$ cat src/rtl/pdm_duty_monitor.sv
// Multi-channel PDM duty/period monitor.
// Counts PDM ones per channel over a fixed window of enabled samples, classifies
// each window's duty against a hysteresis band, and reports the distance in
// windows between consecutive rising crossings of that band.
//
// Level FSM (one per channel, stepped once per window on the duty_vld cycle)
//   state   | meaning
//   ST_INIT | no window seen since reset; first duty picks LOW or HIGH, never a crossing
//   ST_LOW  | last classified level low; duty > HYST_HI is a rising crossing
//   ST_HIGH | last classified level high; duty < HYST_LO drops back to LOW
module pdm_duty_monitor #(
  parameter int NUM_CH  = 2,
  parameter int WIN_LEN = 170,
  parameter int CNT_W   = 14,
  parameter int HYST_HI = 106,
  parameter int HYST_LO = 64,
  parameter int PER_W   = 24
) (
  input  logic                      clk,
  input  logic                      rst_n,
  input  logic                      i_en,
  input  logic [NUM_CH-1:0]         i_pdm,
  output logic [NUM_CH*CNT_W-1:0]   o_duty,
  output logic                      o_duty_vld,
  output logic [NUM_CH*PER_W-1:0]   o_period,
  output logic [NUM_CH-1:0]         o_period_vld,
  output logic [NUM_CH-1:0]         o_per_ovf
);

  localparam int WCNT_W = (WIN_LEN > 2) ? $clog2(WIN_LEN) : 1;
  localparam logic [WCNT_W-1:0] WCNT_LAST = WCNT_W'(WIN_LEN - 1);
  localparam logic [PER_W-1:0]  PCNT_MAX  = '1;
  localparam logic [CNT_W-1:0]  THR_HI    = CNT_W'(HYST_HI);
  localparam logic [CNT_W-1:0]  THR_LO    = CNT_W'(HYST_LO);

  typedef enum logic [1:0] {
    ST_INIT = 2'd0,
    ST_LOW  = 2'd1,
    ST_HIGH = 2'd2
  } lvl_t;

  logic [WCNT_W-1:0] r_wcnt;
  logic              r_duty_vld;
  logic              w_win_end;

  assign w_win_end = i_en && (r_wcnt == WCNT_LAST);

  // Shared window sample counter; frozen while i_en is low.
  always_ff @(posedge clk) begin
    if (!rst_n) begin
      r_wcnt <= '0;
    end else if (i_en) begin
      r_wcnt <= w_win_end ? '0 : r_wcnt + WCNT_W'(1);
    end
  end

  // Duty-valid pulse follows the enabled cycle that closed the window.
  always_ff @(posedge clk) begin
    if (!rst_n) begin
      r_duty_vld <= 1'b0;
    end else begin
      r_duty_vld <= w_win_end;
    end
  end

  assign o_duty_vld = r_duty_vld;

  for (genvar g = 0; g < NUM_CH; g++) begin : g_ch
    logic [CNT_W-1:0] r_acc;
    logic [CNT_W-1:0] r_duty;
    logic [CNT_W-1:0] w_acc_nxt;
    lvl_t             r_state;
    lvl_t             w_state_nxt;
    logic             w_rise;
    logic             r_armed;
    logic [PER_W-1:0] r_pcnt;
    logic [PER_W-1:0] r_period;
    logic             r_pvld;
    logic             r_ovf;
    logic             w_pcnt_sat;
    logic [PER_W-1:0] w_pcnt_inc;

    // The closing sample is folded in so the latched duty covers all WIN_LEN samples.
    assign w_acc_nxt = r_acc + CNT_W'(i_pdm[g]);

    // Ones accumulator and latched duty of the last completed window.
    always_ff @(posedge clk) begin
      if (!rst_n) begin
        r_acc  <= '0;
        r_duty <= '0;
      end else if (i_en) begin
        if (w_win_end) begin
          r_duty <= w_acc_nxt;
          r_acc  <= '0;
        end else begin
          r_acc  <= w_acc_nxt;
        end
      end
    end

    // Level FSM state register.
    always_ff @(posedge clk) begin
      if (!rst_n) begin
        r_state <= ST_INIT;
      end else begin
        r_state <= w_state_nxt;
      end
    end

    // Level FSM next state and rising-crossing detect, stepped only on new duty.
    always_comb begin
      w_state_nxt = r_state;
      w_rise      = 1'b0;
      if (r_duty_vld) begin
        case (r_state)
          ST_INIT: w_state_nxt = (r_duty > THR_HI) ? ST_HIGH : ST_LOW;
          ST_LOW: begin
            if (r_duty > THR_HI) begin
              w_state_nxt = ST_HIGH;
              w_rise      = 1'b1;
            end
          end
          ST_HIGH: begin
            if (r_duty < THR_LO) begin
              w_state_nxt = ST_LOW;
            end
          end
          default: w_state_nxt = ST_INIT;
        endcase
      end
    end

    assign w_pcnt_sat = (r_pcnt == PCNT_MAX);
    assign w_pcnt_inc = w_pcnt_sat ? r_pcnt : r_pcnt + PER_W'(1);

    // Window-count period measurement; the first crossing only arms it.
    always_ff @(posedge clk) begin
      if (!rst_n) begin
        r_armed  <= 1'b0;
        r_pcnt   <= '0;
        r_period <= '0;
        r_pvld   <= 1'b0;
        r_ovf    <= 1'b0;
      end else begin
        r_pvld <= 1'b0;
        if (r_duty_vld) begin
          if (w_rise) begin
            if (r_armed) begin
              r_period <= w_pcnt_inc;
              r_ovf    <= w_pcnt_sat;
              r_pvld   <= 1'b1;
            end
            r_armed <= 1'b1;
            r_pcnt  <= '0;
          end else begin
            r_pcnt  <= w_pcnt_inc;
          end
        end
      end
    end

    assign o_duty[g*CNT_W +: CNT_W]     = r_duty;
    assign o_period[g*PER_W +: PER_W]   = r_period;
    assign o_period_vld[g]              = r_pvld;
    assign o_per_ovf[g]                 = r_ovf;
  end

endmodule

$ cat config.mk
export PLATFORM = sky130hd
export DESIGN_NAME = pdm_duty_monitor
export DESIGN_NICKNAME = d
export VERILOG_FILES = /design/src/rtl/pdm_duty_monitor.sv
export SDC_FILE = /design/constraint.sdc
export NUM_CORES = 1
export LEC_CHECK = 0
export ABC_AREA = 1
export ABC_CLOCK_PERIOD_IN_PS = 2100
export CORE_MARGIN = 2
export CORE_UTILIZATION = 35
export DETAILED_ROUTE_END_ITERATION = 16
export GPL_ROUTABILITY_DRIVEN = 0
export PLACE_DENSITY_LB_ADDON = 0.15
export SETUP_SLACK_MARGIN = 0.02
export SLEW_MARGIN = 20
export SYNTH_ARGS = -nofsm -noshare
export SYNTH_HDL_FRONTEND = slang
export SYNTH_SLANG_ARGS = --single-unit
$ cat constraint.sdc
create_clock -name clk -period 2.1 [get_ports clk]
set_input_delay 0.315 -clock clk [delete_from_list [all_inputs] [get_ports clk]]
set_output_delay 0.315 -clock clk [all_outputs]
set_load 0.02 [all_outputs]
==> impl_metrics.yaml, run 1 <==
logic_synthesis:
  yosysUniqueCellTypes: 39
  syn_avg_cell_area_sq_um: 7.016
  ys_seq_area_frac: 0.3987
  synth_top_flop_cell: "dfxtp_1"
  synth_edf_count: 0
  ys_ff_latch: 171
  netlist_area_sq_mm: 0.008587
  ys_async_sr_fraction: 0
  syn_inst: 1224
  yosys_warnings: 0
  synth_nets: 1237
setup_path:
  critPathArrivalTime_ps: 2200
  path_class: "reg2reg"
  critPathSlowestCell: "dfxtp_1"
  start_kind: "flop"
  cp-end-kind: "flop"
  required_ps: 2460
  crit_fanout: 18
  crit_chain: "nand2_1 > nor2_1 > nand2_1 > nor2_4 > nand2_4 > buf_4 > nand3_2 > nand2_1 > a21oi_2"
  critPathMaxStageDelay_ps: 400
  path_common_cell: "nand2_1"
global_route:
  grt_max_degree: 115
  busiest_layer: "met2"
  use_met3: 0.03177
  grt_overflow_total: 0
  first_global_vias: 7430
  met1_usage: 0.2486
  grt_pass1_wl_um: 38040
  grt_use_met2: 0.2915
  grt_usage: 0.1804
  antenna_found_initial: 0
cells_and_area:
  fin_area_sq_mm: 0.01053
  syn_to_final_growth_pct: 22.60
  drive_above_1_share: 0.1381
  final_cell_mix: "nand2_1 (413), dfxtp_1 (171), nor2_1 (135), clkdlybuf4s50_1 (85), a21oi_1 (81)"
  final_core_util: 0.4354
  num-nets-final: 1325
  final_common_cell: "nand2_1"
  diodes: 0
run_status:
  status: "finished, final reports clean"
sta:
  setup_slack_ps: 255.8
  worstMarginPinSlew_ps: 646.4
  hold_violations: 0
  rsz0062_at_grt: "false"
  finClkSkew_ps: 8.690
  slew_headroom: 0.5691
  finalCriticalPeriod_ps: 1844
  setup_tns_ps: 0
  max_clock_freq_mhz: 542.3
  setup_viol: 0
  drv_slew: 0
  fin_crit_sh: 0.8782
floorplanning:
  ios: 86
  die_x_um: 160.6
  coreArea_sq_mm: 0.02418
  die_area_sq_mm: 0.02580
  start_util: 0.3552
  rows: 57
  die-height_um: 160.6
routing:
  vias_per_cell: 4.728
  vias: 7796
  drtAntennaViolNets: 0
  routed_wl_um: 22540
  drtPass1Iterations: 5
  wl_per_cell_um: 13.67
  drcViolationCount: 0
  drtIter0Drc: 447
pwr:
  leakage_nw: 3.870
  power.density_mw_per_mm2: 647.1
  vdd_drop_max_mv: 0.4347
clock_tree:
  cts_max_level: 4
  clkTransAtPathRegs_ps: 70
  clock_latency_ps: 430
  numClockSinks: 171
  cts_setup_buffers: 0
  clock-root-buffer: "clkbuf_16"
  clock_path_buffers: 2
  cts_buffers: 17
  cts_tree: "done"
placed_design:
  placed_cell_area_sq_mm: 0.009887
  hpwl_um: 15660
  numPortBuffers: 85
  place_ws_ps: 34.03
run:
  cap_viol_max_count: 0
min_path:
  hp-class: "reg2reg"
==> cell usage after synthesis (4+ instances only) <==
| cell | count | share of area |
|---|---|---|
| nand2_1 | 413 | 0.18 |
| dfxtp_1 | 171 | 0.40 |
| nor2_1 | 135 | 0.059 |
| a21oi_1 | 81 | 0.047 |
| inv_1 | 73 | 0.032 |
| nand3_1 | 66 | 0.038 |
| a21oi_2 | 36 | 0.037 |
| o21ai_0 | 35 | 0.020 |
| nand3_2 | 28 | 0.033 |
| clkbuf_1 | 25 | 0.011 |
| xor2_1 | 20 | 0.020 |
| nand2_2 | 18 | 0.013 |
| nand4_1 | 13 | 0.0095 |
| buf_2 | 12 | 0.0070 |
| a22o_1 | 8 | 0.0082 |
| buf_4 | 8 | 0.0070 |
| ha_1 | 8 | 0.012 |
| inv_2 | 8 | 0.0035 |
| nor3_1 | 8 | 0.0047 |
| or2_2 | 8 | 0.0058 |
| xnor2_1 | 8 | 0.0082 |
| buf_6 | 5 | 0.0066 |
| nor2_4 | 5 | 0.0066 |
| o22ai_1 | 5 | 0.0036 |
| nor2_2 | 4 | 0.0029 |
==> kinds of logic after synthesis <==
| family | synth area share |
|---|---|
| xor+xnor | 0.02856 |
| fa+ha+maj | 0.01166 |
| buf+inv | 0.06892 |
| flops | 0.3987 |
| compound gates | 0.1243 |
| simple gates | 0.3679 |
==> stage by stage <==
| stage | power (mW) | cells | hold slack, ps |
|---|---|---|---|
| final | 6.812 | 1649 | 456.2 |
| after global routing | 7.057 | 1649 | 485.2 |
| after CTS | 6.905 | 1649 | 458.4 |
| after detailed placement | 3.477 | 1617 | 446.7 |
| after global placement | 3.478 | 1617 | 445.9 |
| after floorplan | 3.415 | 1224 | 422.5 |
==> final timing paths <==
kind	slack (ps)	to	from	cells after the start
max	260	g_ch[1].r_pcnt[18]	g_ch[1].r_pcnt[8]	9
min	460	r_wcnt[7]	r_wcnt[7]	1
max reg2reg	260	g_ch[1].r_pcnt[18]	g_ch[1].r_pcnt[8]	9
min reg2reg	460	r_wcnt[7]	r_wcnt[7]	1
==> flip-flops by register name, indices dropped and copies added (netlist names) <==
name and flops:
g_ch.r_acc 28, g_ch.r_armed 2, g_ch.r_duty 28, g_ch.r_ovf 2, g_ch.r_pcnt 48, g_ch.r_period 48, g_ch.r_pvld 2, g_ch.r_state 4
o_duty_vld 1, r_wcnt 8
==> layout make-up <==
class | instances | area, sq um
well taps | 324 | 405.4
flip-flops and latches | 171 | 3423
clock buffers | 17 | 425.4
multi-input cells | 920 | 4577
clock inverters | 15 | 210.2
fillers | 2510 | 13650
inverters | 82 | 310.3
repair buffers | 120 | 1176
==> power breakdown <==
part           leakage [nW]  total (mW)  switching (mW)  internal (mW)
Clock                 0.305        3.41            1.49           1.93
Combinational          2.19       0.145           0.104         0.0405
Sequential             1.38        3.25         0.00542           3.25
==> routing by layer <==
layer	up-vias	routed length, um	share of wire
met5	-	0	0
met4	0	304	0.013
li1	4099	-	-
met1	3556	11320	0.50
met2	122	10160	0.45
met3	19	750	0.033
==> critical path, delay by kind of cell (launching register included) <==
kind | cells | cell delay (ps)
flip-flops | 1 | 400
buffers and inverters | 1 | 250
AND/OR/NAND/NOR | 7 | 1010
AO/OA/AOI/OAI | 1 | 110
==> what timing repair did <==
item                                    in CTS  in global routing
resized for setup                            0                  1
endpoints found under the setup margin       0                 18
hold buffers                                 0                  0
No activity file was read; power rests on OpenSTA's default activity.
==> run 2, diff against run 1 <==
--- a/config.mk
+++ b/config.mk
@@ -8,7 +8,7 @@
 export ABC_AREA = 1
 export ABC_CLOCK_PERIOD_IN_PS = 2100
 export CORE_MARGIN = 2
-export CORE_UTILIZATION = 35
+export CORE_UTILIZATION = 36
 export DETAILED_ROUTE_END_ITERATION = 16
 export GPL_ROUTABILITY_DRIVEN = 0
 export PLACE_DENSITY_LB_ADDON = 0.15
==> impl_metrics.yaml, run 2 (same netlist as run 1, synthesis figures left out) <==
run_status:
  status: "finished, final reports clean"
floorplanning:
  rows: 56
  coreArea_sq_mm: 0.02347
  die_area_sq_mm: 0.02510
  start_util: 0.3658
  ios: 86
  die-height_um: 158.4
  die_x_um: 158.4
pwr:
  power.density_mw_per_mm2: 642.9
  leakage_nw: 3.836
  finalPower_mw: 6.740
  vdd_drop_max_mv: 0.4493
setup_path:
  r2r_cells: 8
  required_ps: 1780
  cp.depth: 2
  crit_family: "buffers and inverters"
  critPathMaxStageDelay_ps: 630
  crit_chain: "buf_4 > clkdlybuf4s50_1"
  crit_fanout: 8
  cp-end-kind: "primary output"
  critPathArrivalTime_ps: 1570
  critPathSlowestCell: "clkdlybuf4s50_1"
  path_buf_inv: 2
  path_class: "reg2out"
  start_kind: "flop"
sta:
  finClkSkew_ps: 12.76
  rsz0062_at_grt: "false"
  setup_tns_ps: 0
  fin_crit_sh: 0.8971
  max_clock_freq_mhz: 530.8
  setup_viol: 0
  worstMarginPinSlew_ps: 630.6
  hold_violations: 0
  drv_slew: 0
  slew_headroom: 0.5796
  setup_slack_ps: 216.0
  finalCriticalPeriod_ps: 1884
  hold_ws_ps: 461.7
routing:
  drcViolationCount: 0
  vias_per_cell: 4.748
  dr_wl_met3_um: 726
  dr_wl_met2_um: 10400
  drtAntennaViolNets: 0
  wl_met1_um: 11270
  drtPass1Iterations: 4
  wl_per_cell_um: 13.87
  routed_wl_um: 22790
  drtIter0Drc: 326
  vias: 7801
  dr.max_layer_used: "met4"
clock_tree:
  cts_tree: "done"
  clock_latency_ps: 430
  clkTransAtPathRegs_ps: 70
  numClockSinks: 171
  cts_max_level: 4
  ctsHoldBuffers: 0
  clock-root-buffer: "clkbuf_16"
  ctsResizeCount: 0
  cts_setup_buffers: 0
  cts_buffers: 17
  clock_path_buffers: 2
cells_and_area:
  fillCellCount: 2384
  syn_to_final_growth_pct: 22.09
  drive_above_1_share: 0.1367
  final_common_cell: "nand2_1"
  diodes: 0
  final_cell_mix: "nand2_1 (413), dfxtp_1 (171), nor2_1 (135), clkdlybuf4s50_1 (85), a21oi_1 (81)"
  num-nets-final: 1324
  largestRegisters: "g_ch.r_pcnt (48), g_ch.r_period (48)"
placed_design:
  numPortBuffers: 85
  place_ws_ps: 12.65
  hpwl_um: 15920
global_route:
  antenna_found_initial: 0
  grt_max_degree: 115
  first_global_vias: 7491
  grt_overflow_total: 0
  grt_pass1_wl_um: 38010
  grt_usage: 0.1887
min_path:
  hp-class: "reg2reg"
  holdPathStages: 1
run:
  cap_viol_max_count: 0
==> run 2: cell count changes in the layout (fill, tap and decap cells not counted), sizes merged <==
cell and delta:
clkinv -1, clkinvlp +1, clkbuf +1, buf -1, inv -1
==> run 2: final timing paths <==
| check | end | from | slack [ps] |
|---|---|---|---|
| max | o_duty_vld | o_duty_vld | 220 |
| min | r_wcnt[7] | r_wcnt[7] | 460 |
| min reg2reg | r_wcnt[7] | r_wcnt[7] | 460 |
| max reg2reg | g_ch[1].r_period[2] | g_ch[1].r_pcnt[8] | 260 |
==> run 2: cell type report <==
type | instances | area [sq um] | area share
clock buffer | 18 | 429.2 | 0.04094
clock inverter | 14 | 181.4 | 0.01731
inverter | 82 | 310.3 | 0.02960
multi-input combinational | 920 | 4572 | 0.4361
sequential | 171 | 3423 | 0.3265
tap | 319 | 399.1 | 0.03807
timing repair buffer | 119 | 1169 | 0.1115
==> run 2: through the flow <==
| step | utilization | cell area (sq um) | cells |
|---|---|---|---|
| final | 0.4466 | 10480 | 1643 |
| after global placement | 0.4206 | 9873 | 1611 |
| after CTS | 0.4466 | 10480 | 1643 |
| after global routing | 0.4466 | 10480 | 1643 |
| after detailed placement | 0.4206 | 9873 | 1611 |
| after floorplan | - | 8587 | 1224 |
==> run 2: worst reg2reg max path, delay by kind of cell, from the launching register on <==
family / cells / cell delay, ps
AND/OR/NAND/NOR: 6 / 1000
AO/OA/AOI/OAI: 2 / 370
flip-flops: 1 / 400
==> run 2: where the power goes <==
part | internal, mW | switching (mW) | leakage, nW | total, mW
combinational | 0.0429 | 0.107 | 2.17 | 0.150
clock | 1.90 | 1.44 | 0.290 | 3.34
sequential | 3.25 | 0.00559 | 1.38 | 3.25
total | 5.19 | 1.55 | 3.84 | 6.74
==> run 2: routing by layer <==
metal	vias to the layer above	GRT usage
met4	0	0.05920
met1	3550	0.2587
met3	27	0.02749
li1	4093	-
met2	131	0.3066
met5	-	0
==> run 3, diff against run 2 <==
--- a/config.mk
+++ b/config.mk
@@ -7,7 +7,6 @@
 export LEC_CHECK = 0
 export ABC_AREA = 1
 export ABC_CLOCK_PERIOD_IN_PS = 2100
-export CORE_MARGIN = 2
 export CORE_UTILIZATION = 36
 export DETAILED_ROUTE_END_ITERATION = 16
 export GPL_ROUTABILITY_DRIVEN = 0
==> impl_metrics.yaml, run 3 (same netlist as run 1, synthesis figures left out) <==
run_status:
  status: "finished, final reports clean"
setup_path:
  start_kind: "flop"
  crit_path_start: "o_duty_vld"
  crit_fanout: 8
  path_class: "reg2out"
  r2r-end: "g_ch[0].r_period[16]"
  critPathArrivalTime_ps: 1580
  r2r_slack_ps: 240
  r2r-start: "g_ch[0].r_pcnt[1]"
  cp-end-kind: "primary output"
  r2r_cells: 10
  required_ps: 1780
floorplanning:
  ios: 86
  die_x_um: 156.4
  start_util: 0.3669
  coreArea_sq_mm: 0.02340
  die_area_sq_mm: 0.02448
  rows: 56
  die-height_um: 156.4
cells_and_area:
  largestRegisters: "g_ch.r_pcnt (48), g_ch.r_period (48)"
  num-nets-final: 1326
  diodes: 0
  syn_to_final_growth_pct: 22.28
  final_core_util: 0.4487
  final_common_cell: "nand2_1"
  final_cell_mix: "nand2_1 (413), dfxtp_1 (171), nor2_1 (135), clkdlybuf4s50_1 (85), a21oi_1 (81)"
  drive_above_1_share: 0.1380
  fin_area_sq_mm: 0.01050
routing:
  dr.max_layer_used: "met4"
  dr_wl_met3_um: 631
  drtIter0Drc: 419
  drtAntennaViolNets: 0
  wl_per_cell_um: 13.47
  wl_met1_um: 11280
  dr_wl_met2_um: 9998
  vias: 7798
  routed_wl_um: 22150
  vias_per_cell: 4.740
  drcViolationCount: 0
  drtPass1Iterations: 4
sta:
  setup_tns_ps: 0
  setup_viol: 0
  rsz0062_at_grt: "false"
  drv_slew: 0
  fin_crit_sh: 0.9021
  worstMarginPinSlew_ps: 650.0
  finClkSkew_ps: 15.85
  finalCriticalPeriod_ps: 1894
  hold_violations: 0
  slew_headroom: 0.5667
  max_clock_freq_mhz: 527.9
placed_design:
  placed_cell_area_sq_mm: 0.009901
  numPortBuffers: 85
  hpwl_um: 15430
global_route:
  grt_pass1_wl_um: 36890
  grt_usage: 0.1879
  grt_overflow_total: 0
  first_global_vias: 7229
  grt_max_degree: 115
  antenna_found_initial: 0
clock_tree:
  cts_max_level: 4
  numClockSinks: 171
  clock_path_buffers: 2
  clock_latency_ps: 440
  clkTransAtPathRegs_ps: 60
  clock-root-buffer: "clkbuf_16"
  cts_setup_buffers: 0
  ctsResizeCount: 0
  cts_tree: "done"
  cts_buffers: 17
  ctsHoldBuffers: 0
pwr:
  leakage_nw: 3.854
  vdd_drop_max_mv: 0.3512
  power.density_mw_per_mm2: 633.4
min_path:
  holdPathStages: 1
  hp-class: "reg2reg"
  min_from: "r_wcnt[7]"
  min_to: "r_wcnt[7]"
run:
  cap_viol_max_count: 0
run 3: layout make-up:
type                    count  area (sq um)
fillers                  2431         12900
repair buffers            121          1196
multi-input cells         920          4572
clock buffers              19         442.9
flip-flops and latches    171          3423
clock inverters            13         156.4
inverters                  82         310.3
well taps                 319         399.1
run 3: per-layer routing:
metal / GRT usage / up-vias
met3: 0.02742 / 17
met2: 0.3040 / 123
met5: 0 / -
li1: - / 4107
met1: 0.2585 / 3551
met4: 0.05322 / 0
run 3: worst max path at each step:
stage | slack [ps] | cells past startpoint | end
2_1_floorplan | 410 | 10 | g_ch[1].r_pcnt[17]
3_3_place_gp | 40 | 12 | g_ch[0].r_duty[8]
3_5_place_dp | 60 | 12 | g_ch[0].r_duty[8]
4_1_cts | 190 | 2 | o_duty_vld
5_1_grt | 100 | 10 | g_ch[0].r_period[16]
6_report | 210 | 2 | o_duty_vld
run 3: worst max-delay path: stages, from the launching register on:
cell and delay (ps):
dfxtp_1 350, buf_4 180, clkdlybuf4s50_1 620
run 3: stage by stage:
| step | power [mW] | hold WS, ps | std cells | setup slack (ps) |
|---|---|---|---|---|
| 2_1_floorplan | 3.415 | 422.5 | 1224 | 407.0 |
| 3_3_place_gp | 3.473 | 437.1 | 1613 | 43.26 |
| 3_5_place_dp | 3.474 | 446.1 | 1613 | 63.07 |
| 4_1_cts | 6.742 | 456.2 | 1645 | 194.1 |
| 5_1_grt | 6.887 | 482.3 | 1645 | 100.7 |
| 6_report | 6.650 | 457.7 | 1645 | 205.7 |
run 3: report_power, final:
part / switching [mW] / total, mW / internal, mW
Sequential: 0.00567 / 3.25 / 3.25
Clock: 1.43 / 3.25 / 1.82
Combinational: 0.104 / 0.142 / 0.0386
Total: 1.54 / 6.65 / 5.11
